$ cat config.mk
export PLATFORM = sky130hd
export DESIGN_NAME = bsg_mul_iterative_result_queue
export DESIGN_NICKNAME = d
export VERILOG_FILES = /design/src/rtl/bsg_mul_iterative_result_queue.sv
export SDC_FILE = /design/constraint.sdc
export NUM_CORES = 1
export LEC_CHECK = 0
export ABC_AREA = 1
export CORE_ASPECT_RATIO = 0.75
export CORE_MARGIN = 10
export CORE_UTILIZATION = 40
export CTS_BUF_LIST = sky130_fd_sc_hd__clkbuf_8 sky130_fd_sc_hd__clkbuf_16
export DETAILED_ROUTE_END_ITERATION = 6
export GPL_ROUTABILITY_DRIVEN = 0
export PLACE_DENSITY = 0.71
export SLEW_MARGIN = 30
export SYNTH_ARGS = -nofsm -noshare
export SYNTH_HDL_FRONTEND = slang
export SYNTH_SLANG_ARGS = --single-unit
$ cat constraint.sdc
create_clock -name clk_i -period 3.7 [get_ports clk_i]
set_input_delay 0.37 -clock clk_i [delete_from_list [all_inputs] [get_ports clk_i]]
set_output_delay 0.37 -clock clk_i [all_outputs]
set_load 0.02 [all_outputs]
$ cat src/rtl/bsg_mul_iterative_result_queue.sv
// bsg_mul_iterative_result_queue
// Credit-based wrapper around an iterative multiplier. It decodes operand
// signedness, remembers {op, tag} for each in-flight request, selects the
// low or high product half on completion and returns results in issue order.
// Optional build macro: BSG_MUL_ITERATIVE_RESULT_QUEUE_OVF_EN adds a per-entry
// overflow bit (upper half nonzero on MUL); when undefined, ovf_o is tied to 0.
module bsg_mul_iterative_result_queue #(
  parameter int width_p     = 32,
  parameter int els_p       = 2,
  parameter int tag_width_p = 4
) (
  input  logic                     clk_i,
  input  logic                     reset_n_i,
  input  logic                     issue_v_i,
  input  logic [1:0]               issue_op_i,
  input  logic [tag_width_p-1:0]   issue_tag_i,
  output logic                     issue_ready_o,
  output logic                     opA_is_signed_o,
  output logic                     opB_is_signed_o,
  input  logic                     mul_v_i,
  input  logic [2*width_p-1:0]     mul_result_i,
  output logic                     mul_yumi_o,
  output logic                     v_o,
  output logic [width_p-1:0]       data_o,
  output logic [tag_width_p-1:0]   tag_o,
  output logic                     ovf_o,
  input  logic                     ready_i
);

  localparam int ptr_w_lp = $clog2(els_p);
  localparam int cnt_w_lp = ptr_w_lp + 1;

  localparam logic [1:0] op_mul_lp    = 2'b00;
  localparam logic [1:0] op_mulh_lp   = 2'b01;
  localparam logic [1:0] op_mulhsu_lp = 2'b10;

  // Storage: op-info queue and result queue share the same depth
  logic [1:0]             info_op_mem  [els_p];
  logic [tag_width_p-1:0] info_tag_mem [els_p];
  logic [width_p-1:0]     res_data_mem [els_p];
  logic [tag_width_p-1:0] res_tag_mem  [els_p];

  logic [ptr_w_lp-1:0] info_wr_ptr_reg, info_wr_ptr_next;
  logic [ptr_w_lp-1:0] info_rd_ptr_reg, info_rd_ptr_next;
  logic [ptr_w_lp-1:0] res_wr_ptr_reg,  res_wr_ptr_next;
  logic [ptr_w_lp-1:0] res_rd_ptr_reg,  res_rd_ptr_next;
  logic [cnt_w_lp-1:0] info_count_reg,  info_count_next;
  logic [cnt_w_lp-1:0] res_count_reg,   res_count_next;

  logic [cnt_w_lp:0]   occupancy;
  logic                info_fire;
  logic                res_pop;
  logic [1:0]          head_op;
  logic [width_p-1:0]  prod_lo;
  logic [width_p-1:0]  prod_hi;
  logic [width_p-1:0]  sel_data;

  // Signedness only depends on the op being issued this cycle
  assign opA_is_signed_o = (issue_op_i == op_mulh_lp) || (issue_op_i == op_mulhsu_lp);
  assign opB_is_signed_o = (issue_op_i == op_mulh_lp);

  // Credit check uses registered counts only, so a pop frees a slot next cycle
  assign occupancy     = {1'b0, info_count_reg} + {1'b0, res_count_reg};
  assign issue_ready_o = occupancy < (cnt_w_lp+1)'(els_p);
  assign info_fire     = issue_v_i & issue_ready_o;

  // A result is only consumed when we know which request it belongs to
  assign mul_yumi_o = mul_v_i & (info_count_reg != '0) & reset_n_i;

  assign head_op  = info_op_mem[info_rd_ptr_reg];
  assign prod_lo  = mul_result_i[width_p-1:0];
  assign prod_hi  = mul_result_i[2*width_p-1:width_p];
  assign sel_data = (head_op == op_mul_lp) ? prod_lo : prod_hi;

  assign v_o     = (res_count_reg != '0);
  assign res_pop = v_o & ready_i;
  // Outputs are forced to zero while empty so stale entries never leak out
  assign data_o  = v_o ? res_data_mem[res_rd_ptr_reg] : '0;
  assign tag_o   = v_o ? res_tag_mem[res_rd_ptr_reg]  : '0;

`ifdef BSG_MUL_ITERATIVE_RESULT_QUEUE_OVF_EN
  logic res_ovf_mem [els_p];
  logic sel_ovf;

  assign sel_ovf = (head_op == op_mul_lp) && (prod_hi != '0);
  assign ovf_o   = v_o & res_ovf_mem[res_rd_ptr_reg];

  // Overflow flag travels with its result entry
  always_ff @(posedge clk_i) begin
    if (mul_yumi_o) res_ovf_mem[res_wr_ptr_reg] <= sel_ovf;
  end
`else
  assign ovf_o = 1'b0;
`endif

  // Queue payload writes; no reset needed since counts gate every read
  always_ff @(posedge clk_i) begin
    if (info_fire) begin
      info_op_mem[info_wr_ptr_reg]  <= issue_op_i;
      info_tag_mem[info_wr_ptr_reg] <= issue_tag_i;
    end
    if (mul_yumi_o) begin
      res_data_mem[res_wr_ptr_reg] <= sel_data;
      res_tag_mem[res_wr_ptr_reg]  <= info_tag_mem[info_rd_ptr_reg];
    end
  end

  // Next pointer/count values; simultaneous push and pop leave counts unchanged
  always_comb begin
    info_wr_ptr_next = info_wr_ptr_reg;
    info_rd_ptr_next = info_rd_ptr_reg;
    res_wr_ptr_next  = res_wr_ptr_reg;
    res_rd_ptr_next  = res_rd_ptr_reg;
    info_count_next  = info_count_reg;
    res_count_next   = res_count_reg;

    if (info_fire)  info_wr_ptr_next = info_wr_ptr_reg + ptr_w_lp'(1);
    if (mul_yumi_o) info_rd_ptr_next = info_rd_ptr_reg + ptr_w_lp'(1);
    if (mul_yumi_o) res_wr_ptr_next  = res_wr_ptr_reg + ptr_w_lp'(1);
    if (res_pop)    res_rd_ptr_next  = res_rd_ptr_reg + ptr_w_lp'(1);

    if (info_fire && !mul_yumi_o)      info_count_next = info_count_reg + cnt_w_lp'(1);
    else if (!info_fire && mul_yumi_o) info_count_next = info_count_reg - cnt_w_lp'(1);

    if (mul_yumi_o && !res_pop)      res_count_next = res_count_reg + cnt_w_lp'(1);
    else if (!mul_yumi_o && res_pop) res_count_next = res_count_reg - cnt_w_lp'(1);
  end

  // Pointer/count registers; reset drops every queued op and result
  always_ff @(posedge clk_i) begin
    if (!reset_n_i) begin
      info_wr_ptr_reg <= '0;
      info_rd_ptr_reg <= '0;
      res_wr_ptr_reg  <= '0;
      res_rd_ptr_reg  <= '0;
      info_count_reg  <= '0;
      res_count_reg   <= '0;
    end else begin
      info_wr_ptr_reg <= info_wr_ptr_next;
      info_rd_ptr_reg <= info_rd_ptr_next;
      res_wr_ptr_reg  <= res_wr_ptr_next;
      res_rd_ptr_reg  <= res_rd_ptr_next;
      info_count_reg  <= info_count_next;
      res_count_reg   <= res_count_next;
    end
  end

endmodule

==> results of run 1 <==
[worst max-delay path, delay by kind of cell (launching register included)]
kind,cells,cell delay (ns)
AND/OR/NAND/NOR,1,0.70
buffers and inverters,1,0.60
AO/OA/AOI/OAI,1,0.16
flip-flops,1,0.35
[path summary, 6_finish.rpt]
kind                                       start            endpoint  slack, ns  cells after the start
worst max register to register              flop  res_data_mem[0][0]       1.60                      4
worst max-delay path            res_count_reg[1]          data_o[17]       1.16                      3
worst min-delay path              res_rd_ptr_reg                flop       0.51                      2
worst min register to register    res_rd_ptr_reg                flop       0.51                      2
[cells by family (layout without fill, tap and decap cells)]
| family | after synthesis | after routing | share of synthesized area (%) |
|---|---|---|---|
| muxes | 4 | 4 | 1.10 |
| adders and majority gates | 4 | 4 | 1.41 |
| and+or+nand+nor | 145 | 145 | 13.6 |
| other | 1 | 1 | 0.0919 |
| buffers and inverters | 75 | 191 | 7.51 |
| AOI/OAI and AO/OA | 76 | 76 | 9.59 |
| DFF | 94 | 94 | 66.7 |
[synth_stat cells (all sizes together)]
library cell  count
nand4             2
edfxtp           84
inv              55
fa                1
dfxtp            10
o21ai            37
nor2             16
nand2           122
conb              1
buf              12
clkinv            1
clkbuf            7
nand3             5
mux2              4
ha                3
a21oi            39
[layout make-up]
type                            instances  area, µm²
Clock inverter                          5        100
Timing Repair Buffer                  121       1200
Sequential cell                        94       2720
Clock buffer                            9        225
Tap cell                              132        165
Inverter                               56        211
Fill cell                             827       4120
Multi-Input combinational cell        230       1080
[layer usage]
metal  share of wire, %  track usage [%]
met2                 46             20.6
met4               0.60             2.96
met5                  0                0
met3                9.6             6.11
met1                 44             16.3
[power by group]
part,internal (µW),switching [µW],leakage (µW),total [µW]
registers,1410,66.4,0.000848,1480
clock network,649,351,0.000161,1000
logic,692,1100,0.00118,1790
[stage by stage]
stage / utilization, % / hold slack, ns
floorplan: - / 0.465
global placement: 54.7 / 0.481
detailed placement: 54.7 / 0.488
CTS: 58.1 / 0.514
global route: 58.1 / 0.555
finish: 58.1 / 0.508
==> reports/qor.yml, run 1 <==
status: "completed"
syn_area_per_cell_um2: 10.2
fin_setup_tns_ns: 0
vias: 2982
hold_path.class: "reg -> reg"
startpoint_type: "flop"
synthDistinctLibCells: 21
ys_seq_area_share_pct: 66.7
fin_nets: 591
root_buffer: "clkbuf_16"
vdd_ir_drop_max_uv: 439
worst_pin_slew_ns: 0.888
hold_violations: 0
dieArea_mm2: 0.0147
slew_violations: 0
rsz0062_at_grt: "false"
clock_skew_ns: 0.00785
drt_iter0_drc: 162
yosys.area.top_type: "edfxtp_1"
maxSlewHeadroom_pct: 40.7
final_area_mm2: 0.00570
cts_setup_buffers: 0
yosys_warnings: 0
core_mm2: 0.00981
ant_nets: 0
synthTopCellsByArea: "edfxtp_1 (62%), nand2_1 (11%), inv_1 (5.1%)"
largest_register_ffs: 64
grt_pass1_vias: 3000
synthCells: 399
cp_slowest_cell: "nor2_4"
leakagePower_uw: 0.00219
port_buffers: 115
routed_wl_um: 9600
cts_tree: "built"
postCtsHoldBufs: 0
fp.dieH_um: 107
htree_num_levels: 3
route.detailed.drc: 0
critPathRequiredTime_ns: 3.33
final_cell_mix: "nand2_1 (122), clkdlybuf4s50_1 (115), edfxtp_1 (84)"
grt_max_degree: 39
setup_viol: 0
stdcell_count: 647
wl_per_cell_um: 14.8
critPathMaxStageDelay_ns: 0.70
finalCritPeriodShare_pct: 68.7
worst_setup_path_end_kind: "primary output"
grtUsageTotal_pct: 13.2
diodes: 0
dpl-instance-area_mm2: 0.00537
worstSetupPathType: "reg -> out"
place_inst: 633
p_per_area_mw_per_mm2: 750
cts-buffers-inserted: 9
clock_latency_ns: 0.33
die_w_um: 137
cts_resized: 0
viasPerCell: 4.61
cts.sinks: 94
area_growth_pct: 39.5
clkTransAtPathRegs_ns: 0.06
path_cells: "nor2_4 > a21oi_1 > clkdlybuf4s50_1"
power.total_uw: 4270
initial_core_util_pct: 41.6
clk_path_buf_depth: 2
min_period_ns: 2.54
overflow: 0
synth_fp_nets: 478
antenna_found_initial: 0
syn_area_mm2: 0.00408
final_common_cell: "nand2_1"
pin_count: 117
crit_arrival_ns: 2.17
max_cap_violations: 0
largestRegisters: "res_data_mem x64, info_tag_mem x8, res_tag_mem x8"
drt_first_pass_iters: 4
ys_ff_latch: 94
fmax_ghz: 0.394
drive_gt1_share_pct: 5.63
top_register: "res_data_mem"
grt_pass1_wl_um: 15200
row_count: 31
dp_hpwl_um: 6920
setup_slack_ns: 1.16
pre_cts_ws_ns: 1.11
cp_max_fo: 38
synth_top_area_share_pct: 61.8
(Power assumes the default switching activity.)
==> run 2: changes to the inputs <==
Settings changed: PLACE_DENSITY 0.71 to 0.74.
Clock period 3.7 ns to 2.15 ns, I/O delays scaled along.
==> run 2 against run 1 <==
Effect of this change: clock skew increased by 0.0011 ns; critical path depth increased by 1; worst hold slack got worse by 0.033 ns; count of clock-buffer cells in the layout unchanged; global-route usage increased by 0.47 points; first-iteration DRC count decreased by 17%; largest cell class unchanged.
==> reports/qor.yml, run 2 (same netlist as run 1, synthesis figures left out) <==
status: "completed"
critPathRequiredTime_ns: 1.93  # -1.40 ns
fin_util_pct: 58.9  # +0.89 points
comb_power_share_pct: 44.3  # +2.3 points
largestRegisters: "res_data_mem x64, info_tag_mem x8, res_tag_mem x8"
swShare_pct: 37.2  # +1.7 points
largest_register_ffs: 64  # unchanged
routed_wl_um: 10200  # +6.0%
cts-buffers-inserted: 9  # unchanged
fin_setup_tns_ns: 0  # unchanged
clk_path_buf_depth: 2  # unchanged
power_frac_seq_pct: 35.1  # +0.5 points
vdd_ir_drop_max_uv: 653  # +49%
hold_path.class: "in -> reg"
grt_pass1_wl_um: 15900  # +4.3%
fmax_ghz: 0.485
setup_viol: 0  # unchanged
route.detailed.drc: 0  # unchanged
worst_pin_slew_ns: 0.504  # -0.383 ns
drt_first_pass_iters: 4  # unchanged
cp_max_fo: 18  # -53%
final_common_cell: "nand2_1"
place_inst: 641  # +1.3%
clockPowerShare_pct: 20.6  # -2.8 points
clock_skew_ns: 0.00894  # +0.00109 ns
grt_pass1_vias: 3218  # +7.3%
final_area_mm2: 0.00578  # +1.5%
leakagePower_uw: 0.00241  # +10%
core_mm2: 0.00981  # unchanged
initial_core_util_pct: 41.6  # unchanged
slew_violations: 0  # unchanged
rsz0062_at_grt: "false"
power.switching_uw: 2730  # +80%
top_register: "res_data_mem"
hold_violations: 0  # unchanged
drive_gt1_share_pct: 7.59  # +2.0 points
maxSlewHeadroom_pct: 66.3  # +26 points
row_count: 31  # unchanged
dpl-instance-area_mm2: 0.00543  # +1.1%
dieArea_mm2: 0.0147  # unchanged
reg2reg_from: "res_count_reg[1]"
vias: 3067  # +2.9%
pin_count: 117  # unchanged
htree_num_levels: 3  # unchanged
p_per_area_mw_per_mm2: 1270  # +69%
grt_max_degree: 41  # +5.1%
diodes: 0  # unchanged
viasPerCell: 4.65  # +0.98%
ant_nets: 0  # unchanged
root_buffer: "clkbuf_16"
worstRegToRegCells: 10  # +6
fin_nets: 601  # +1.7%
min_period_ns: 2.06
port_buffers: 115  # unchanged
area_growth_pct: 41.7
die_w_um: 137  # unchanged
hold_ws_ns: 0.475  # -0.0328 ns
stdcell_count: 659  # +1.9%
cts_tree: "built"
min_delay_path_depth: 1  # -1
crit_arrival_ns: 1.85  # -0.32 ns
max_cap_violations: 0  # unchanged
postCtsHoldBufs: 0  # unchanged
drt_iter0_drc: 134  # -17%
finalCritPeriodShare_pct: 95.9
wl_per_cell_um: 15.4  # +4.1%
worstSetupPathType: "reg -> out"
hold_start: "issue_tag_i[2]"
grtUsageTotal_pct: 13.6  # +0.47 points
p_int_uw: 4610  # +67%
fp.dieH_um: 107  # unchanged
worst_setup_path_end_kind: "primary output"
dp_hpwl_um: 7390  # +6.8%
overflow: 0  # unchanged
clock_latency_ns: 0.33  # about the same
startpoint_type: "flop"
final_cell_mix: "nand2_1 (122), clkdlybuf4s50_1 (102), edfxtp_1 (84)"
clkTransAtPathRegs_ns: 0.06  # about the same
antenna_found_initial: 0  # unchanged
cts.sinks: 94  # unchanged
==> run 2: final cells by class <==
class	instances	area [µm²]
Tap cell	132	165
Sequential cell	94	2730
Inverter	56	210
Clock inverter	7	66.3
Timing Repair Buffer	130	1310
Fill cell	835	4030
Multi-Input combinational cell	231	1090
Clock buffer	9	225
==> run 2: timing repair <==
| item | in CTS | in global routing |
|---|---|---|
| setup endpoints to repair | 38 | 13 |
| gates cloned | 1 | 0 |
| buffers inserted | 1 | 0 |
| pin swaps | 1 | 1 |
| hold endpoints to repair | 0 | 0 |
| resized for setup | 4 | 12 |
==> run 2: metrics by stage <==
step                setup slack (ns)  power, µW
floorplan                     -0.480       4360
CTS                           0.0124       7450
global route                 0.00305       7800
detailed placement            0.0789       5800
global placement               0.110       5690
finish                        0.0878       7350
==> run 2: final timing paths <==
| check | to | slack (ns) |
|---|---|---|
| worst max-delay path | tag_o[1] | 0.09 |
| worst min-delay path | info_tag_mem[0][2] | 0.47 |
| worst max register to register | info_count_reg[1] | 0.15 |
| worst min register to register | res_rd_ptr_reg | 0.52 |
==> run 2: layer usage <==
metal / up-vias / routed length [µm] / GRT usage (%) / share of wire, %
met5: - / 0 / 0 / 0
met4: 0 / 23 / 2.73 / 0.23
met3: 4 / 833 / 5.18 / 8.2
met2: 88 / 4790 / 23.1 / 47
met1: 1421 / 4530 / 16.3 / 44
li1: 1554 / - / - / -
==> run 2: critical path, stage by stage (launching register included) <==
cell	delay, ns
dfxtp_1	0.35
buf_4	0.25
nand2_1	0.08
a21oi_1	0.20
clkdlybuf4s50_1	0.64
==> run 2: power groups by stage <==
stage | sequential, µW | clock [µW] | combinational, µW
finish | 2580 | 1510 | 3250
global route | 2610 | 1620 | 3580
CTS | 2580 | 1540 | 3330
detailed placement | 2580 | 0 | 3220
global placement | 2560 | 0 | 3130
floorplan | 2540 | 0 | 1820
==> run 3: changes to the inputs <==
Settings changed: SLEW_MARGIN 30 to 10.
==> results of run 3 <==
No change in the layout: final DEF, timing and power equal those of run 2.
